## src/rtl/bloom_filter_ctrl.sv

```systemverilog
// Bloom filter controller.
// Keeps a 2^HASH_W-bit membership array in an external single-port 32-bit
// BRAM, walks NUM_HASH hash positions per key one word at a time, and answers
// query (test all bits) or insert (read-modify-write all bits) requests.
// The array is swept to zero after reset and on clear_req from IDLE.
module bloom_filter_ctrl #(
    parameter int DATA_W   = 72,
    parameter int NUM_HASH = 7,
    parameter int HASH_W   = 11,
    localparam int ADDR_W  = HASH_W - 5
) (
    input  logic                       clk,
    input  logic                       rst_n,
    input  logic                       clear_req,
    output logic                       clear_done,
    input  logic                       req_valid,
    output logic                       req_ready,
    input  logic                       req_op,
    input  logic [DATA_W-1:0]          req_data,
    output logic                       resp_valid,
    input  logic                       resp_ready,
    output logic                       resp_hit,
    output logic [DATA_W-1:0]          hash_key,
    input  logic [NUM_HASH*HASH_W-1:0] hash_in,
    output logic                       bram_en,
    output logic                       bram_we,
    output logic [ADDR_W-1:0]          bram_addr,
    output logic [31:0]                bram_wdata,
    input  logic [31:0]                bram_rdata,
    output logic                       busy,
    output logic [15:0]                insert_count
);

    localparam int K_W = (NUM_HASH > 1) ? $clog2(NUM_HASH) : 1;
    localparam logic [ADDR_W-1:0] LAST_ADDR = {ADDR_W{1'b1}};
    localparam logic [K_W-1:0]    LAST_K    = K_W'(NUM_HASH - 1);

    typedef enum logic [2:0] {
        CLR  = 3'd0,
        IDLE = 3'd1,
        HASH = 3'd2,
        RD   = 3'd3,
        CHK  = 3'd4,
        WR   = 3'd5,
        RESP = 3'd6
    } state_t;

    state_t              state_reg;
    state_t              state_next;

    logic [ADDR_W-1:0]   clr_addr_reg;
    logic [DATA_W-1:0]   key_reg;
    logic                op_reg;
    logic [HASH_W-1:0]   hash_reg [NUM_HASH];
    logic [K_W-1:0]      k_reg;
    logic [31:0]         rdata_reg;
    logic                flag_reg;
    logic                hit_reg;
    logic [15:0]         insert_count_reg;

    // Currently selected hash split into word address and bit-in-word.
    logic [HASH_W-1:0]   cur_hash;
    logic [ADDR_W-1:0]   cur_word;
    logic [4:0]          cur_bit;
    logic                rd_bit;
    logic                k_last;

    // Raw (pre-reset-gating) BRAM and clear-done drives.
    logic                bram_en_raw;
    logic                bram_we_raw;
    logic                clear_done_raw;

    assign cur_hash = hash_reg[k_reg];
    assign cur_word = cur_hash[HASH_W-1:5];
    assign cur_bit  = cur_hash[4:0];
    assign rd_bit   = bram_rdata[cur_bit];
    assign k_last   = (k_reg == LAST_K);

    // Capture every hash lane from the external hash unit while in HASH.
    generate
        for (genvar gi = 0; gi < NUM_HASH; gi++) begin : g_hash_cap
            always_ff @(posedge clk or negedge rst_n) begin
                if (!rst_n) begin
                    hash_reg[gi] <= '0;
                end else if (state_reg == HASH) begin
                    hash_reg[gi] <= hash_in[gi*HASH_W +: HASH_W];
                end
            end
        end
    endgenerate

    // State register; reset lands in CLR so the sweep starts on release.
    always_ff @(posedge clk or negedge rst_n) begin
        if (!rst_n) begin
            state_reg <= CLR;
        end else begin
            state_reg <= state_next;
        end
    end

    // Next-state selection and BRAM port drive for the current state.
    always_comb begin
        state_next     = state_reg;
        bram_en_raw    = 1'b0;
        bram_we_raw    = 1'b0;
        bram_addr      = '0;
        bram_wdata     = 32'h0;
        clear_done_raw = 1'b0;
        case (state_reg)
            CLR: begin
                bram_en_raw = 1'b1;
                bram_we_raw = 1'b1;
                bram_addr   = clr_addr_reg;
                if (clr_addr_reg == LAST_ADDR) begin
                    clear_done_raw = 1'b1;
                    state_next     = IDLE;
                end
            end
            IDLE: begin
                // A pending clear takes priority over a key request.
                if (clear_req) begin
                    state_next = CLR;
                end else if (req_valid) begin
                    state_next = HASH;
                end
            end
            HASH: begin
                state_next = RD;
            end
            RD: begin
                bram_en_raw = 1'b1;
                bram_addr   = cur_word;
                state_next  = CHK;
            end
            CHK: begin
                if (op_reg) begin
                    state_next = WR;
                end else if (!rd_bit || k_last) begin
                    state_next = RESP;
                end else begin
                    state_next = RD;
                end
            end
            WR: begin
                bram_en_raw = 1'b1;
                bram_we_raw = 1'b1;
                bram_addr   = cur_word;
                bram_wdata  = rdata_reg | (32'd1 << cur_bit);
                state_next  = k_last ? RESP : RD;
            end
            RESP: begin
                if (resp_ready) begin
                    state_next = IDLE;
                end
            end
            default: begin
                state_next = CLR;
            end
        endcase
    end

    // Per-request datapath: key/op latch, hash index walk, read word, hit flags.
    always_ff @(posedge clk or negedge rst_n) begin
        if (!rst_n) begin
            clr_addr_reg <= '0;
            key_reg      <= '0;
            op_reg       <= 1'b0;
            k_reg        <= '0;
            rdata_reg    <= 32'h0;
            flag_reg     <= 1'b0;
            hit_reg      <= 1'b0;
        end else begin
            case (state_reg)
                CLR: begin
                    // Wraps back to zero after the last word, ready for the next sweep.
                    clr_addr_reg <= clr_addr_reg + 1'b1;
                end
                IDLE: begin
                    if (!clear_req && req_valid) begin
                        key_reg <= req_data;
                        op_reg  <= req_op;
                    end
                end
                HASH: begin
                    k_reg    <= '0;
                    flag_reg <= 1'b1;
                end
                CHK: begin
                    rdata_reg <= bram_rdata;
                    if (op_reg) begin
                        flag_reg <= flag_reg & rd_bit;
                    end else if (!rd_bit) begin
                        hit_reg <= 1'b0;
                    end else if (k_last) begin
                        hit_reg <= 1'b1;
                    end else begin
                        k_reg <= k_reg + 1'b1;
                    end
                end
                WR: begin
                    if (k_last) begin
                        hit_reg <= flag_reg;
                    end else begin
                        k_reg <= k_reg + 1'b1;
                    end
                end
                default: begin
                end
            endcase
        end
    end

    // Completed-insert counter: zeroed by any clear sweep, saturates at all-ones.
    always_ff @(posedge clk or negedge rst_n) begin
        if (!rst_n) begin
            insert_count_reg <= 16'h0;
        end else if (state_reg == CLR) begin
            insert_count_reg <= 16'h0;
        end else if (state_reg == RESP && resp_ready && op_reg &&
                     insert_count_reg != 16'hFFFF) begin
            insert_count_reg <= insert_count_reg + 16'd1;
        end
    end

    // Reset holds the state in CLR, so the write strobes and the done pulse are
    // masked while rst_n is low to keep the BRAM untouched during reset.
    assign bram_en      = bram_en_raw & rst_n;
    assign bram_we      = bram_we_raw & rst_n;
    assign clear_done   = clear_done_raw & rst_n;

    assign req_ready    = (state_reg == IDLE) && !clear_req;
    assign resp_valid   = (state_reg == RESP);
    assign resp_hit     = hit_reg;
    assign busy         = (state_reg != IDLE);
    assign hash_key     = key_reg;
    assign insert_count = insert_count_reg;

endmodule

```

## config.mk

```make
export PLATFORM = sky130hd
export DESIGN_NAME = bloom_filter_ctrl
export DESIGN_NICKNAME = d
export VERILOG_FILES = /design/src/rtl/bloom_filter_ctrl.sv
export SDC_FILE = /design/constraint.sdc
export NUM_CORES = 1
export LEC_CHECK = 0
export ABC_AREA = 1
export CORE_ASPECT_RATIO = 1.1
export CORE_MARGIN = 2
export CORE_UTILIZATION = 44
export DETAILED_ROUTE_END_ITERATION = 12
export PLACE_DENSITY = 0.77
export SYNTH_ARGS = -nofsm -noshare
export SYNTH_HDL_FRONTEND = slang
export SYNTH_SLANG_ARGS = --single-unit
```

## constraint.sdc

```tcl
create_clock -name clk -period 3.8 [get_ports clk]
set_input_delay 1.14 -clock clk [delete_from_list [all_inputs] [get_ports clk]]
set_output_delay 1.14 -clock clk [all_outputs]
set_load 0.02 [all_outputs]
```

Word-level counts from Yosys, hierarchy flattened
Index checks and enable logic that the tools add are counted.
Word-level totals
  output and inout port bits: 133
  word-level logic and storage cells: 99
  bits in registers: 212
  ROM bits: 0
  memory bits (writable): 0
  bits of input ports: 187
  memories: 0
  bits in latches: 0
Cells by class
  multiplexer cells: 32
  shifts and indexed selects: 1
  reductions and logical operators: 21
  equality and inequality tests: 18
  $mul: 0
  divide/modulo/power cells: 0
  bitwise logic cells: 6
  $lt $le $gt $ge: 2
  add/sub/neg operators: 3
Operator list (number)
  11-bit binary-select mux with 3-bit select: 1
  16-bit two-way mux: 2
  32-bit two-way mux: 1
  32-bit OR: 1
  1-bit by 5-bit << shifter with 32-bit output (first input constant): 1
  3-bit two-way mux: 10
  11-bit two-way mux: 2
  3-bit one-hot mux with 7 select lines: 1
  16-bit by 1-bit adder with 16-bit output (second input constant): 1
  16-bit inequality test (second input constant): 1
  3-bit == test (second input constant): 4
  6-bit one-hot mux with 2 select lines: 1
  1-bit two-way mux: 10
  2-bit inequality test (second input constant): 5
  3-bit one-hot mux with 3 select lines: 1
  6-bit by 1-bit adder with 6-bit output (second input constant): 1
  3-bit by 2-bit == test with 1-bit output (second input constant): 2
  6-bit == test (second input constant): 1
  5-bit by 6-bit < comparator with 1-bit output (second input constant): 1
  3-bit inequality test (second input constant): 2
  3-bit AND reduction: 2
  2-bit nonzero test: 3
  1-bit binary-select mux with 5-bit select: 1
  1-bit logical AND: 5
  other kinds (16): 23

Longest topological paths before layout
Gate-level depths: netlist of the first run.
  word-level depth: 11
  gate-level depth with buffers: 18
  gate-level depth less buffers: 16

Worst setup path after synthesis of the first run
Ideal clock, no wire load.
  path type: register to output
  start point: reg k_reg[0]
  end point: out bram_wdata[6]
  required time: 2.660 ns
  stages on the path, launching flop included: 11
  path slack: 0.693 ns
  buffers on the path: 3
  arrival time: 1.967 ns
  path through: dfrtp_1 -> buf_6 -> buf_4 -> o21ai_0 -> o221ai_1 -> nand2_1 -> inv_1 -> buf_1 -> nor3_1 -> nand2_1 -> a21oi_1
Between the ends
  word-level cells in the longest chain between the ends: 7
Ends and longest elaborated chain
  start, declared: RTL line 55  | logic [K_W-1:0] k_reg;
  start signal, assigned: RTL line 197  | k_reg <= k_reg + 1'b1;
  start signal, assigned: RTL line 204  | k_reg <= k_reg + 1'b1;
  3-bit inverter with 4-bit output (implied by the code): RTL line 73  | assign cur_hash = hash_reg[k_reg];
  11-bit binary-select mux with 3-bit select: RTL line 73
  11-bit two-way mux (implied by the code) (2 in series): RTL line 73
  1-bit by 5-bit << shifter with 32-bit output: RTL line 148  | bram_wdata = rdata_reg | (32'd1 << cur_bit);
  32-bit OR: RTL line 148
  32-bit two-way mux: RTL line 109  | case (state_reg)
  end, declared: RTL line 28  | output logic [31:0] bram_wdata,
No other way between the ends. The select of a mux whose other input is x is not followed.

Worst setup path in the final report of the first run
  start point: reg k_reg[0]
  end point: out bram_wdata[26]
Same word-level chain as after synthesis.

==> reports/qor.yml, run 1 <==
timing:
  fin_crit_sh_pct: 98.4
  max_freq_mhz: 267
  setup_viol: 0
  fin_crit_ns: 3.74
  setup_ws_ns: 0.0614
  timing_hold_violations_final: 0
  rsz0062_at_grt: "true"
  skew_ns: 0.0121
  relSlewSlack_pct: 45.0
  worst_pin_slew_ns: 0.825
  drv_slew: 0
synth:
  ys_types: 39
  synth_area_mm2: 0.0100
  synth_nets: 1341
  syn_inst: 1150
  async_flop_share_pct: 100
  synth_enable_flop_cells: 0
  synth_ff_type: "dfrtp_1"
  yosys_warnings: 0
  ys_seq_elements: 212
  yosysSeqAreaShare_pct: 52.9
  postSynthAreaPerCell_um2: 8.72
global_routing:
  grt_util_all_layers_pct: 24.8
  met1_usage_pct: 30.6
  gr-usage-met3_pct: 7.16
  grt-busiest-layer: "met2"
  antenna_found_initial: 2
  grt_pass1_wl_um: 47700
  grt_max_degree: 153
  use_met2_pct: 42.0
  grt_pass1_vias: 9298
  grt_overflow: 0
clock_tree:
  cts_buffers: 23
  tritoncts: "yes"
  htree_levels: 1
  clkSlewWorstSetupHoldPaths_ns: 0.06
  cts_sinks: 212
  cts_hold_buf: 0
  clockRootBuffer: "clkbuf_16"
  clk_latency_ns: 0.50
  clk_path_buf_depth: 3
routing:
  drc: 0
  postRouteAntennaNets: 0
  routed_via_density: 5.17
  first_iter_violations: 644
  vias: 9187
  routed_wl_um: 30700
  drt-pass1-iter-count: 5
  wl_per_cell_um: 17.3
final_layout:
  drive_gt1_share_pct: 14.9
  largest_reg_flops: 77
  fin_cells: 1776
  fillCellCount: 1846
  syn_to_final_growth_pct: 43.3
  fin_nets: 1655
critical_path:
  cp_max_fo: 12
  cp.arrival_ns: 2.60
  worstPathRequired_ns: 2.66
  cp-start-kind: "flip-flop"
  critPathKind: "reg -> out"
  reg2regPathDepth: 16
  endpoint_kind: "primary output"
min_path:
  holdPathStages: 2
  holdCritPathClass: "reg -> reg"
placed_design:
  dp_hpwl_um: 21800
  placedCellCount: 1727
  place_congestion: 0.918
  io_buffers: 319
  pre_cts_slack_ns: 0.0978
outcome:
  status: "completed"
die:
  dieArea_mm2: 0.0240
  row_count: 57
  coreArea_mm2: 0.0223
  die_h_um: 162
  initial_core_util_pct: 45.0
  die_w_um: 148
  io_pins: 320
pwr:
  p_leak_nw: 6.70
  ir_drop_mv: 0.535
  p_per_area_mw_per_mm2: 802
job:
  max-cap-violations: 0
through the flow:
| step | utilization [%] | power [mW] | setup TNS (ns) | hold slack [ns] | instance area, um^2 |
|---|---|---|---|---|---|
| finish | 64.6 | 11.5 | 0 | 0.481 | 14400 |
| global route | 64.6 | 12.2 | -0.383 | 0.490 | 14400 |
| global placement | 60.7 | 8.92 | 0 | 0.459 | 13500 |
| floorplan | - | 6.89 | 0 | 0.442 | 10000 |
| detailed placement | 60.7 | 9.05 | 0 | 0.459 | 13500 |
| CTS | 64.2 | 11.4 | -0.186 | 0.476 | 14300 |
synthesized netlist by cell type (all sizes together), types with 15 or more instances:
| cell type | count | share of area [%] |
|---|---|---|
| dfrtp | 212 | 53 |
| clkbuf | 35 | 1.3 |
| nand3 | 40 | 2.3 |
| inv | 93 | 3.5 |
| buf | 26 | 1.6 |
| nand2 | 384 | 15 |
| nor3 | 15 | 0.86 |
| nor2 | 77 | 3.1 |
| o21ai | 95 | 4.9 |
| a21oi | 33 | 1.6 |
| mux2 | 72 | 8.1 |
| o211ai | 15 | 1.1 |
power breakdown:
part	switching (mW)	internal (mW)
combinational	3.18	2.24
sequential	0.560	3.30
clock	0.886	1.35
metal layers:
metal | routed length, um | up-vias
met2 | 14800 | 387
met1 | 11900 | 4364
li1 | - | 4361
met4 | 955 | 2
met3 | 3000 | 73
met5 | 13 | -
layout make-up:
cell class / count / area (um^2) / share of cell area, %
Clock buffer: 37 / 718 / 5.00
Multi-Input combinational cell: 784 / 4200 / 29.2
Sequential cell: 212 / 5310 / 36.9
Antenna cell: 1 / 2.50 / 0.0174
Timing Repair Buffer: 350 / 3360 / 23.4
Clock inverter: 4 / 47.5 / 0.331
Tap cell: 295 / 369 / 2.57
Inverter: 93 / 365 / 2.54
path summary, 6_finish.rpt:
path | slack, ns | to | start
min in group asynchronous | 0.84 | insert_count[14] | rst_n
setup / recovery | 0.06 | bram_wdata[26] | k_reg[0]
hold / removal | 0.48 | hash_reg[0] | hash_reg[0]
hold reg to reg | 0.48 | hash_reg[0] | hash_reg[0]
setup reg to reg | 1.42 | k_reg[0] | k_reg[0]
max in group asynchronous | 1.51 | k_reg[0] | rst_n
timing repair:
action	4_1_cts	5_1_grt
endpoints found under the setup margin	37	35
pin swaps	1	4
resized for setup	69	78
setup buffers	3	4
cells in the final DEF, fill, tap and decap left out, drive strengths merged:
cell           instances
dfrtp                212
nand3b                 7
clkbuf                53
a21oi                 33
ha                     4
o211ai                15
nor3                  15
xor2                   6
bufinv                 1
diode                  1
clkdlybuf4s15          4
inv                   92
nand4                  3
o21ai                 95
nand2                384
dlygate4sd2            7
clkdlybuf4s50        279
o221ai                 5
o22ai                  3
or2                    1
buf                   41
a221oi                 2
a211oi                 2
clkinv                 2
clkinvlp               2
nor2                  77
nand3                 40
a2111oi                1
o31ai                  1
a311oi                 1
a31oi                 14
dlymetal6s2s           3
mux2                  72
nor4                   3
logic make-up after synthesis:
logic type / count (synthesis) / share of synthesized area [%]
compound gates: 172 / 9.70
fa+ha+maj: 4 / 0.499
mux: 72 / 8.09
flops: 212 / 52.9
buf+inv: 154 / 6.40
simple gates: 530 / 21.9
xor+xnor: 6 / 0.524
worst max-delay path: stages (launching register included):
cell             delay [ns]
dfrtp_2                0.47
buf_6                  0.18
nor2_1                 0.05
nor2_1                 0.08
o21ai_0                0.10
o211ai_1               0.11
nand2_2                0.15
inv_2                  0.12
nand2_2                0.13
nor3_2                 0.20
nand2_1                0.09
a21oi_1                0.14
clkdlybuf4s15_2        0.28
No activity file was read; power rests on OpenSTA's default activity.
==> run 2: changes to the inputs <==
- CORE_UTILIZATION: 44 -> 51
- PLACE_DENSITY: 0.77 -> 0.87
- SKIP_LAST_GASP: unset -> 1
==> reports/qor.yml, run 2 (same netlist as run 1, synthesis figures left out) <==
outcome:
  status: "completed"  # unchanged
global_routing:
  grt_util_all_layers_pct: 31.3  # was 24.8%
  grt_pass1_wl_um: 49900  # was 47700 um
  grt_max_degree: 144  # was 153
  grt_pass1_vias: 9573  # was 9298
  antenna_found_initial: 2  # unchanged
  grt_overflow: 0  # unchanged
critical_path:
  cp_max_fo: 13  # was 12
  cp_slowest_cell: "dfrtp_2"  # unchanged
  cpLargestDelayFamily: "simple AND/OR/NAND/NOR gates"  # unchanged
  crit_chain: "clkbuf_4 -> nor2_4 -> nand2_1 -> nand3_2 -> nand2_4 -> inv_1 -> nand2_1 -> nor3_2 -> nand2_1 -> a21oi_1 -> clkbuf_2"  # was buf_6 -> nor2_1 -> nor2_1 -> o21ai_0 -> o211ai_1 -> nand2_2 -> inv_2 -> nand2_2 -> nor3_2 -> nand2_1 -> a21oi_1 -> clkdlybuf4s15_2
  critPathKind: "reg -> out"  # unchanged
  path_buf_inv: 3  # unchanged
  endpoint_kind: "primary output"  # unchanged
  critical_path.most_common_cell: "nand2_1"
  cp-start-kind: "flip-flop"  # unchanged
  worstPathRequired_ns: 2.66  # about the same
  crit_path_max_incr_delay_ns: 0.45  # was 0.47 ns
  cp.arrival_ns: 2.60  # about the same
die:
  row_count: 53  # was 57
  die_w_um: 138  # was 148 um
  coreArea_mm2: 0.0192  # was 0.0223 mm^2
  dieArea_mm2: 0.0208  # was 0.0240 mm^2
  die_h_um: 151  # was 162 um
  initial_core_util_pct: 52.3  # was 45.0%
  io_pins: 320  # unchanged
final_layout:
  largest_reg_flops: 77  # unchanged
  final_common_cell: "nand2_1"  # unchanged
  fin_nets: 1657  # was 1655
  post-route-util_pct: 74.0  # was 64.6%
  syn_to_final_growth_pct: 41.5  # was 43.3%
  layout_common_cells: "376 x nand2_1, 280 x clkdlybuf4s50_1, 211 x dfrtp_1, 85 x o21ai_0, 83 x inv_1"  # was 373 x nand2_1, 279 x clkdlybuf4s50_1, 211 x dfrtp_1, 84 x o21ai_0, 83 x inv_1
  drive_gt1_share_pct: 14.0  # was 14.9%
  stdcell_area_mm2: 0.0142  # was 0.0144 mm^2
placed_design:
  dpl_cell_area_mm2: 0.0135  # about the same
  dp_hpwl_um: 23200  # was 21800 um
  io_buffers: 319  # unchanged
  place_congestion: 0.841  # was 0.918
routing:
  routed_via_density: 5.47  # was 5.17
  drc: 0  # unchanged
  postRouteAntennaNets: 0  # unchanged
  first_iter_violations: 738  # was 644
  routed_wl_um: 32800  # was 30700 um
  drt-pass1-iter-count: 5  # unchanged
  wl_per_cell_um: 19.0  # was 17.3 um
  vias: 9423  # was 9187
clock_tree:
  htree_levels: 1  # unchanged
  clk_path_buf_depth: 3  # unchanged
  clk_latency_ns: 0.50  # about the same
  cts_buffers: 23  # unchanged
  clkSlewWorstSetupHoldPaths_ns: 0.06  # about the same
  tritoncts: "yes"  # unchanged
  clockRootBuffer: "clkbuf_16"  # unchanged
  cts_sinks: 212  # unchanged
pwr:
  clkPwrFrac_pct: 18.7  # was 19.5%
  switching_share_pct: 40.9  # was 40.1%
  p_per_area_mw_per_mm2: 802  # about the same
  ir_drop_mv: 0.686  # was 0.535 mV
  p_seq_share_pct: 34.4  # was 33.5%
  switchingPower_mw: 4.65  # was 4.62 mW
  p_int_mw: 6.72  # was 6.90 mW
  power_frac_comb_pct: 46.9  # was 47.0%
  p_leak_nw: 6.73  # was 6.70 nW
timing:
  fin_crit_ns: 3.74  # about the same
  relSlewSlack_pct: 40.9  # was 45.0%
  rsz0062_at_grt: "true"  # unchanged
  timing_hold_violations_final: 0  # unchanged
  setup_viol: 0  # unchanged
  drv_slew: 0  # unchanged
  worst_pin_slew_ns: 0.886  # was 0.825 ns
  fin_crit_sh_pct: 98.3  # was 98.4%
  skew_ns: 0.0138  # was 0.0121 ns
  max_freq_mhz: 268  # was 267 MHz
min_path:
  holdCritPathClass: "reg -> reg"  # unchanged
job:
  max-cap-violations: 0  # unchanged
[run 2: cell count changes in the layout (fill, tap and decap cells not counted), sizes merged, moves of 2 or more]
| cell | previous run | this run |
|---|---|---|
| inv | 92 | 94 |
| clkdlybuf4s15 | 4 | 0 |
| clkinvlp | 2 | 0 |
| diode | 1 | 3 |
| buf | 41 | 34 |
| dlymetal6s2s | 3 | 8 |
[run 2: through the flow]
step           instances  TNS (ns)  power, mW  setup slack, ns  hold WS [ns]
2_1_floorplan       1150         0       6.89            0.693         0.442
3_3_place_gp        1684         0       8.93            0.144         0.459
3_5_place_dp        1684         0       9.12           0.0778         0.460
4_1_cts             1718     -2.03       11.3           -0.225         0.476
5_1_grt             1724   -0.0894       12.0          -0.0482         0.502
6_report            1724         0       11.4           0.0650         0.474
[run 2: layout make-up]
class                           instances  area [um^2]
Inverter                               93          357
Fill cell                            1384         4990
Tap cell                              247          309
Multi-Input combinational cell        784         4140
Clock inverter                          3         46.3
Sequential cell                       212         5310
Timing Repair Buffer                  352         3370
Antenna cell                            3         7.51
Clock buffer                           30          642
[run 2: metal layers]
metal / global-route usage [%] / share of wire [%] / vias to the layer above
met5: 0 / 0 / -
met4: 13.1 / 4.1 / 0
met3: 7.20 / 9.0 / 91
met2: 55.4 / 51 / 469
met1: 36.3 / 36 / 4510
li1: - / - / 4353
[run 2: path summary, 6_finish.rpt]
check,start,endpoint,slack (ns),cells after the start
min,rdata_reg[17],rdata_reg[17],0.47,2
max,k_reg[0],bram_wdata[11],0.06,11
min reg2reg,rdata_reg[17],rdata_reg[17],0.47,2
min in group asynchronous,rst_n,rdata_reg[24],0.82,2
max reg2reg,k_reg[0],k_reg[0],1.45,15
max in group asynchronous,rst_n,hash_key[26],1.58,3
[run 2: timing repair]
item	in CTS	in global routing
hold buffers	0	0
setup buffers	1	3
endpoints found under the setup margin	38	32
resized for setup	38	65
gates cloned	0	0
[run 2: power groups by stage]
stage,logic [mW],registers [mW],clock network [mW]
after global placement,5.08,3.85,0
after detailed placement,5.22,3.90,0
after CTS,5.28,3.90,2.15
after floorplan,2.67,4.23,0
final,5.34,3.91,2.13
after global routing,5.78,4.01,2.25
[run 2: tightest hold or removal path, cell delays in order, from the launching register on]
cell and delay [ns]:
dfrtp_1 0.34, nand2_1 0.05, nand2_1 0.05
==> run 3: changes to the inputs <==
- CORE_UTILIZATION: 51 -> 40
- PLACE_DENSITY: 0.87 -> 0.71
- REMOVE_ABC_BUFFERS: unset -> 1
==> reports/qor.yml, run 3 (same netlist as run 1, synthesis figures left out) <==
routing:
  postRouteAntennaNets: 0  # unchanged
  drc: 0  # unchanged
  first_iter_violations: 437  # was 738
  routed_wl_um: 30700  # was 32800 um
  drt-pass1-iter-count: 5  # unchanged
  routed_via_density: 5.04  # was 5.47
  vias: 9034  # was 9423
  wl_per_cell_um: 17.1  # was 19.0 um
placed_design:
  io_buffers: 319  # unchanged
  pre_cts_slack_ns: 0.0911  # was 0.0778 ns
  place_congestion: 0.850  # was 0.841
  dp_hpwl_um: 22000  # was 23200 um
  placedCellCount: 1746  # was 1684
  dpl_cell_area_mm2: 0.0136  # was 0.0135 mm^2
final_layout:
  stdcell_area_mm2: 0.0144  # was 0.0142 mm^2
  fin_cells: 1794  # was 1724
  drive_gt1_share_pct: 15.5  # was 14.0%
  post-route-util_pct: 58.7  # was 74.0%
  final_common_cell: "nand2_1"  # unchanged
  largest_reg_flops: 77  # unchanged
  layout_common_cells: "371 x nand2_1, 280 x clkdlybuf4s50_1, 210 x dfrtp_1, 85 x o21ai_0, 83 x inv_1"  # was 376 x nand2_1, 280 x clkdlybuf4s50_1, 211 x dfrtp_1, 85 x o21ai_0, 83 x inv_1
  syn_to_final_growth_pct: 43.7  # was 41.5%
  fin_nets: 1655  # was 1657
  fillCellCount: 2207  # was 1384
pwr:
  ir_drop_mv: 0.504  # was 0.686 mV
  p_seq_share_pct: 33.3  # was 34.4%
  p_per_area_mw_per_mm2: 802  # about the same
  switching_share_pct: 39.5  # was 40.9%
  power_frac_comb_pct: 45.7  # was 46.9%
  p_int_mw: 7.00  # was 6.72 mW
  power.total_mw: 11.6  # was 11.4 mW
  switchingPower_mw: 4.56  # was 4.65 mW
  clkPwrFrac_pct: 21.0  # was 18.7%
  p_leak_nw: 6.70  # was 6.73 nW
clock_tree:
  htree_levels: 1  # unchanged
  clk_path_buf_depth: 3  # unchanged
  cts_buffers: 25  # was 23
  clk_latency_ns: 0.52  # was 0.50 ns
  cts_sinks: 212  # unchanged
  clkSlewWorstSetupHoldPaths_ns: 0.06  # about the same
  tritoncts: "yes"  # unchanged
  clockRootBuffer: "clkbuf_16"  # unchanged
timing:
  skew_ns: 0.0108  # was 0.0138 ns
  timing_hold_violations_final: 0  # unchanged
  worst_pin_slew_ns: 0.988  # was 0.886 ns
  setup_ws_ns: 0.0825  # was 0.0650 ns
  setup_viol: 0  # unchanged
  fin_crit_sh_pct: 97.8  # was 98.3%
  max_freq_mhz: 269  # was 268 MHz
  fin_tns_setup_ns: 0  # unchanged
  drv_slew: 0  # unchanged
  relSlewSlack_pct: 34.1  # was 40.9%
  fin_crit_ns: 3.72  # was 3.74 ns
  holdWs_ns: 0.474  # about the same
critical_path:
  critPathKind: "reg -> out"  # unchanged
  rrSetupSlack_ns: 1.44  # was 1.45 ns
  cp.arrival_ns: 2.58  # was 2.60 ns
  cp_max_fo: 10  # was 13
  reg2reg_from: "state_reg[0]"  # was k_reg[0]
  reg2regPathDepth: 8  # was 15
  r2r-end: "hash_key[30]"  # was k_reg[0]
  endpoint_kind: "primary output"  # unchanged
  cp-start-kind: "flip-flop"  # unchanged
  setup.worst_path.end: "bram_wdata[6]"  # was bram_wdata[11]
  worstPathRequired_ns: 2.66  # about the same
  worstSetupStartpoint: "k_reg[1]"  # was k_reg[0]
global_routing:
  grt_overflow: 0  # unchanged
  grt_max_degree: 145  # was 144
  grt_pass1_vias: 9356  # was 9573
  grt_pass1_wl_um: 48300  # was 49900 um
  antenna_found_initial: 2  # unchanged
  grt_util_all_layers_pct: 23.0  # was 31.3%
die:
  io_pins: 320  # unchanged
  row_count: 60  # was 53
  die_h_um: 170  # was 151 um
  die_w_um: 155  # was 138 um
  coreArea_mm2: 0.0245  # was 0.0192 mm^2
  dieArea_mm2: 0.0263  # was 0.0208 mm^2
  initial_core_util_pct: 40.8  # was 52.3%
min_path:
  holdCritPathClass: "reg -> reg"  # unchanged
  hp-start: "hash_reg[64]"  # was rdata_reg[17]
outcome:
  status: "completed"  # unchanged
job:
  max-cap-violations: 0  # unchanged
-- run 3: cell types whose count changed in the layout (fill, tap and decap cells not counted), sizes merged, moves of 3 or more --
cell,delta
buf,+11
clkinv,+3
clkbuf,-3
clkdlybuf4s15,+3
dlygate4sd2,-3
dlymetal6s2s,-5
-- run 3: how the worst min path moves through the flow --
stage / to / cells after the start / slack [ns]
after floorplan: rdata_reg[17] / 2 / 0.44
after global placement: hash_reg[64] / 2 / 0.46
after detailed placement: hash_reg[64] / 2 / 0.46
after CTS: hash_reg[64] / 2 / 0.48
after global routing: hash_reg[64] / 2 / 0.49
final: hash_reg[64] / 2 / 0.47
-- run 3: what timing repair did --
item / in CTS / in global routing
pin swaps: 0 / 5
resized for setup: 89 / 67
setup endpoints to repair: 36 / 37
hold buffers: 0 / 0
setup buffers: 1 / 0
-- run 3: area by class of cell --
cell class,count,area [um^2],share of cell area [%]
diodes,1,2.50,0.0174
clock buffers,37,741,5.14
multi-input cells,784,4190,29.1
well taps,310,388,2.69
inverters,93,362,2.51
flip-flops and latches,212,5310,36.9
clock inverters,9,105,0.730
repair buffers,348,3300,22.9
-- run 3: power groups by stage --
stage | registers, mW | clock network [mW] | logic [mW]
after CTS | 3.85 | 2.49 | 5.22
final | 3.85 | 2.43 | 5.28
after detailed placement | 3.87 | 0 | 5.17
after global placement | 3.84 | 0 | 5.09
after global routing | 3.97 | 2.59 | 5.81
after floorplan | 4.24 | 0 | 2.52
-- run 3: layer usage --
layer	routed length [um]	global-route usage, %	vias up
li1	-	-	4358
met1	11900	28.1	4269
met2	15000	39.1	362
met3	3010	7.56	43
met4	662	6.32	2
met5	13	0	-
-- run 3: worst max-delay path, stage by stage (launching register included) --
cell             delay, ns
dfrtp_2               0.46
inv_4                 0.13
o21ai_0               0.13
o211ai_1              0.25
nand2_2               0.14
inv_2                 0.11
nand2_2               0.11
nor3_2                0.20
nand2_1               0.08
a21oi_1               0.16
clkdlybuf4s15_2       0.28
